[config.mk]
export PLATFORM = sky130hd
export DESIGN_NAME = regfile_wr_arbiter
export DESIGN_NICKNAME = d
export VERILOG_FILES = /design/src/rtl/regfile_wr_arbiter.sv
export SDC_FILE = /design/constraint.sdc
export NUM_CORES = 1
export LEC_CHECK = 0
export BUFFER_PORTS_ARGS = -buffer_cell sky130_fd_sc_hd__buf_2
export CAP_MARGIN = 20
export CORE_ASPECT_RATIO = 0.75
export CORE_UTILIZATION = 37
export CTS_CLUSTER_SIZE = 40
export DETAILED_ROUTE_END_ITERATION = 8
export GPL_TIMING_DRIVEN = 0
export PLACE_DENSITY = 0.74
export SETUP_SLACK_MARGIN = 0.4
export SLEW_MARGIN = 0
export SYNTH_ARGS = -nofsm -noshare
export SYNTH_HDL_FRONTEND = slang
export SYNTH_SLANG_ARGS = --single-unit
[constraint.sdc]
create_clock -name clk -period 1.5 [get_ports clk]
set_clock_uncertainty 0.15 [all_clocks]
set_input_delay 0.075 -clock clk [delete_from_list [all_inputs] [get_ports clk]]
set_output_delay 0.075 -clock clk [all_outputs]
set_load 0.05 [all_outputs]
[src/rtl/regfile_wr_arbiter.sv]
// rtl/regfile_wr_arbiter.sv - two-requester round-robin arbiter feeding a single-entry register file write stage
module regfile_wr_arbiter #(
    parameter int DATA_W = 16,
    parameter int ADDR_W = 3,
    localparam int NREG  = 2 ** ADDR_W
) (
    input  logic              clk,
    input  logic              rst,
    input  logic              req0_valid,
    input  logic [ADDR_W-1:0] req0_addr,
    input  logic [DATA_W-1:0] req0_data,
    output logic              req0_ready,
    input  logic              req1_valid,
    input  logic [ADDR_W-1:0] req1_addr,
    input  logic [DATA_W-1:0] req1_data,
    output logic              req1_ready,
    input  logic              wr_stall,
    output logic              wr_en,
    output logic [ADDR_W-1:0] wr_addr,
    output logic [DATA_W-1:0] wr_data,
    output logic [NREG-1:0]   pending
);

    logic              stage_valid;
    logic [ADDR_W-1:0] stage_addr;
    logic [DATA_W-1:0] stage_data;
    logic              last_grant;

    logic free;
    logic accept0;
    logic accept1;

    // The stage can take a new entry when empty or when its entry drains this cycle.
    assign free = !stage_valid || !wr_stall;

    always_comb begin
        req0_ready = 1'b0;
        req1_ready = 1'b0;
        if (!rst && free) begin
            if (req0_valid && req1_valid) begin
                req0_ready = last_grant;
                req1_ready = !last_grant;
            end else if (req0_valid) begin
                req0_ready = 1'b1;
            end else if (req1_valid) begin
                req1_ready = 1'b1;
            end
        end
    end

    assign accept0 = req0_valid && req0_ready;
    assign accept1 = req1_valid && req1_ready;

    assign wr_en   = stage_valid && !wr_stall;
    assign wr_addr = stage_addr;
    assign wr_data = stage_data;

    always_ff @(posedge clk or posedge rst) begin
        if (rst) begin
            stage_valid <= 1'b0;
            stage_addr  <= '0;
            stage_data  <= '0;
            last_grant  <= 1'b1;
        end else if (accept0) begin
            stage_valid <= 1'b1;
            stage_addr  <= req0_addr;
            stage_data  <= req0_data;
            last_grant  <= 1'b0;
        end else if (accept1) begin
            stage_valid <= 1'b1;
            stage_addr  <= req1_addr;
            stage_data  <= req1_data;
            last_grant  <= 1'b1;
        end else if (wr_en) begin
            stage_valid <= 1'b0;
        end
    end

    always_comb begin
        pending = '0;
        if (stage_valid) begin
            pending[stage_addr] = 1'b1;
        end
    end

endmodule

Word-level counts from Yosys, hierarchy flattened
Cells that the tools add are included. Widths: inputs -> output; s select.

Register bits: 21. Input bits: 43. Output and inout port bits: 30. Word-level logic and storage cells: 38.

Magnitude comparators: 2. Multiplexer cells: 19. Reduce and logical (&&, ||, !) cells: 13.

Operators by type and width (count): $mux 16 (2); $mux 1 (13); $mux 8 (1); $logic_and 1x1->1 (6); $mux 3 (2); $logic_not 1->1 (4); $lt 3x4->1 const B (1); $demux 1 s3 (1); $ge 3x1->1 const B (1); $reduce_bool 3->1 (1); $reduce_bool 2->1 (1); $logic_or 1x1->1 (1).

Logic depth before layout (Yosys ltp)
Depth in word-level cells: 7. Mapped depth: 4. Gate-level depth less buffers: 3.

Worst setup path after synthesis
No wires, ideal clock.

Kind: flip-flop to output port. Start: reg stage_addr[2] (netlist: wr_addr[2]). End: out pending[0]. Arrival time: 1.951 ns. Data required time: 1.275 ns. Setup slack: -0.676 ns. Stages on the path, launching flop included: 3. Buffers on the path: 0. Cells stage by stage: dfrtp_1 -> or2b_1 -> nor3_1.

Cells in the longest elaborated chain, start to end: 5. Elaborated cells on any way between the ends: 6. Those cells by class: order compare: 2; mux: 3; reduce/logical: 1.

Ends and longest elaborated chain: from (decl) (RTL line 25) `logic [ADDR_W-1:0] stage_addr;`; from (signal assigned) (RTL line 66) `stage_addr <= req0_addr;`; from (signal assigned) (RTL line 71) `stage_addr <= req1_addr;`; $lt 3x4->1 (implied by the code) / $ge 3x1->1 (equally long branches) (RTL line 82) `pending[stage_addr] = 1'b1;`; $logic_and 1x1->1 (implied by the code) (RTL line 82); $mux 1 (implied by the code) (RTL line 82); $demux 1 s3 (*) (RTL line 82); $mux 8 (*) (RTL line 81) `if (stage_valid) begin`; to (decl) (RTL line 21) `output logic [NREG-1:0] pending`.

Mark *: on every way between the ends. The rest lies on a longest branch, timed or not.

Worst setup path after layout
Start: reg stage_valid. End: out req0_ready.

Cells in the longest elaborated chain, start to end: 4.

Ends and longest elaborated chain: from (decl) (RTL line 24) `logic stage_valid;`; from (signal assigned) (RTL line 60) `stage_valid <= 1'b0;`; from (signal assigned) (RTL line 65) `stage_valid <= 1'b1;`; from (signal assigned) (RTL line 70) `stage_valid <= 1'b1;`; $logic_not 1->1 (RTL line 34) `assign free = !stage_valid || !wr_stall;`; $logic_or 1x1->1 (RTL line 34); $logic_and 1x1->1 (RTL line 39) `if (!rst && free) begin`; $mux 1 (RTL line 39); to (decl) (RTL line 12) `output logic req0_ready,`.

Every way passes these cells.

==> qor.txt <==
Tot GR Track Use - 27.06%
Final Max Tran Viols - 0
Unique masters post-synth - 19
max_cap viols - 0
hold-fix buffers at CTS - 20
Via Count - 1405
initial core utilization - 40.44%
register area - 536.8 µm²
# setup viols final - 29
drt first pass iters - 4
I/O pins - 73
CP Class - reg2out
WL met3 - 171 µm
vias in the first global route - 1390
global-route wire length before repair - 6479 µm
CP max stage delay - 0.46 ns
Worst Path Max Fanout - 6
Final TNS setup - -2.070 ns
fin crit share - 111.4%
n_diodes - 0
most common cell after layout, fill and taps aside - buf_2
H-Tree Depth - 1
Seq cells post-synth - 21
clock sinks - 21
post-synth net total - 157
root buf cell - clkbuf_8
Hold WS - -0.1540 ns
Worst path most repeated cell - buf_6
Final ANT Viol Nets - 0
Finished Core Util - 83.87%
CP Capture Type - primary output
wire length on met2 - 2252 µm
RSZ-0062 raised after global routing - yes
die width - 64.99 µm
share of cells above drive strength 1 - 57.71%
IO buf count - 72
Core ar. - 2723 µm²
post-route cell area - 2283 µm²
Post-Syn Area - 1101 µm²
setup ws final - -0.1717 ns
Die H - 49.25 µm
synthesized instance count - 114
failing checks - negative hold slack, negative setup slack
Crit path max-delay family - flip-flops
outcome - complete, but fails checks
Routed Wire Length - 4192 µm
Arr. time, crit path - 1.45 ns
Wirelength per Cell - 15.94 µm
crit path launch type - flop
CP max stage cell - dfrtp_2
DRT met1 WL - 1651 µm
Power Dens Cells - 1149 nW/µm²
VDD IR-drop max - 0.8964 mV
DRC errors left - 0
Leakage - 1.065 nW
area of the multi-input gates - 651.9 µm²
number of buffers created by CTS - 3
top sig layer - met4
full die area - 3200 µm²
CP Cell Sequence - a21o_1 > buf_6 > nor3b_4 > buf_6
Clock Latency Late Sink - 0.26 ns
drt first-iter violations - 54
Rows - 16
Final Hold Violating Endpoints - 20
Layout Area Growth over Synthesis - 107.4%
gpl congestion - 0.8054
largest net degree at the start of global routing - 22
relative slew slack - 45.26%
Seq/Total Area, Yosys - 47.84%
initial antenna violation count - 0
total power - 2.625 mW
clk slew on worst S/H paths - 0.08 ns
post-layout minimum cycle time - 1.672 ns
dpl cell area - 1628 µm²
Worst Hold Class - in2async
Peak Freq - 598.2 MHz
Syn. warnings - 0
clock buffer depth - 2
hpwl dp - 2383 µm
syn avg cell area - 9.658 µm²
required time of the critical path - 1.27 ns
Worst Tran Pin Value - 0.8201 ns
FILL cells - 155
commonest non-fill, non-tap cells in the layout - 43 x buf_2, 23 x buf_4, 21 x buf_6
CTS tree - built
nets@finish - 271
vias per std cell - 5.342
GRT overflow - 0
WP buf/inv - 2
[layer usage]
metal	track usage, %	vias to the layer above
met5	0	-
met4	6.296	0
met3	6.075	16
met2	47.57	56
met1	33.38	685
li1	-	648
[area by class of cell]
class / instances / share of cell area (%)
multi-input combinational: 82 / 28.55
tap: 36 / 1.973
clock inverter: 1 / 0.2192
clock buffer: 3 / 1.808
buffer: 10 / 4.055
sequential: 21 / 23.51
timing repair buffer: 109 / 39.73
inverter: 1 / 0.1644
[sequential cells by signal, summed over array words and instances, names as in the netlist]
name,count
wr_addr,3
wr_data,16
last_grant,1
stage_valid,1
[worst paths after layout]
| check | cells after the start | from | endpoint | slack (ns) |
|---|---|---|---|---|
| worst min register to register | 1 | wr_data[4] | wr_data[4] | 0.37 |
| worst max register to register | 5 | last_grant | wr_data[14] | -0.09 |
| min in group clk | 3 | req1_valid | last_grant | 0.05 |
| max in group asynchronous | 2 | rst | wr_addr[1] | 0.76 |
| worst min-delay path | 2 | rst | wr_data[1] | -0.15 |
| worst max-delay path | 4 | stage_valid | req0_ready | -0.17 |
[repair_timing]
item                                    CTS  global route
buffers inserted                         14             1
pin swaps                                13             6
endpoints found under the setup margin   48            42
endpoints found under the hold margin    40            20
gates cloned                              2             0
gates resized for setup                  59            21
[power breakdown]
part | internal, mW | switching, mW | total, mW
Sequential | 0.695 | 0.101 | 0.796
Clock | 0.185 | 0.188 | 0.373
Combinational | 0.614 | 0.842 | 1.46
[cell families (layout without fill, tap and decap cells)]
logic type / Yosys count / in the layout / synth area share, %
simple gates: 59 / 59 / 25.23
compound gates: 23 / 23 / 20.00
flops: 21 / 21 / 47.84
buf+inv: 11 / 124 / 6.932
[cells in the mapped netlist, drive strengths merged]
cell type | n | area share [%]
a21o | 1 | 0.68
dfstp | 1 | 2.4
and3 | 1 | 1.0
clkbuf | 2 | 0.68
inv | 1 | 0.34
nor3b | 1 | 1.1
nor2b | 2 | 1.1
nand2b | 2 | 1.1
a21oi | 2 | 1.2
or2b | 1 | 0.68
nor3 | 21 | 9.5
a221o | 19 | 17
buf | 8 | 5.9
o21ai | 1 | 0.80
nor2 | 7 | 2.4
nand2 | 24 | 8.2
dfrtp | 20 | 45
[per-stage QoR]
step | setup slack [ns] | instances
2_1_floorplan | -0.05308 | 114
3_3_place_gp | 0.01175 | 222
3_5_place_dp | -0.02685 | 222
4_1_cts | -0.1521 | 262
5_1_grt | -0.2208 | 263
6_report | -0.1717 | 263
Power figures use the tool's default switching activity.
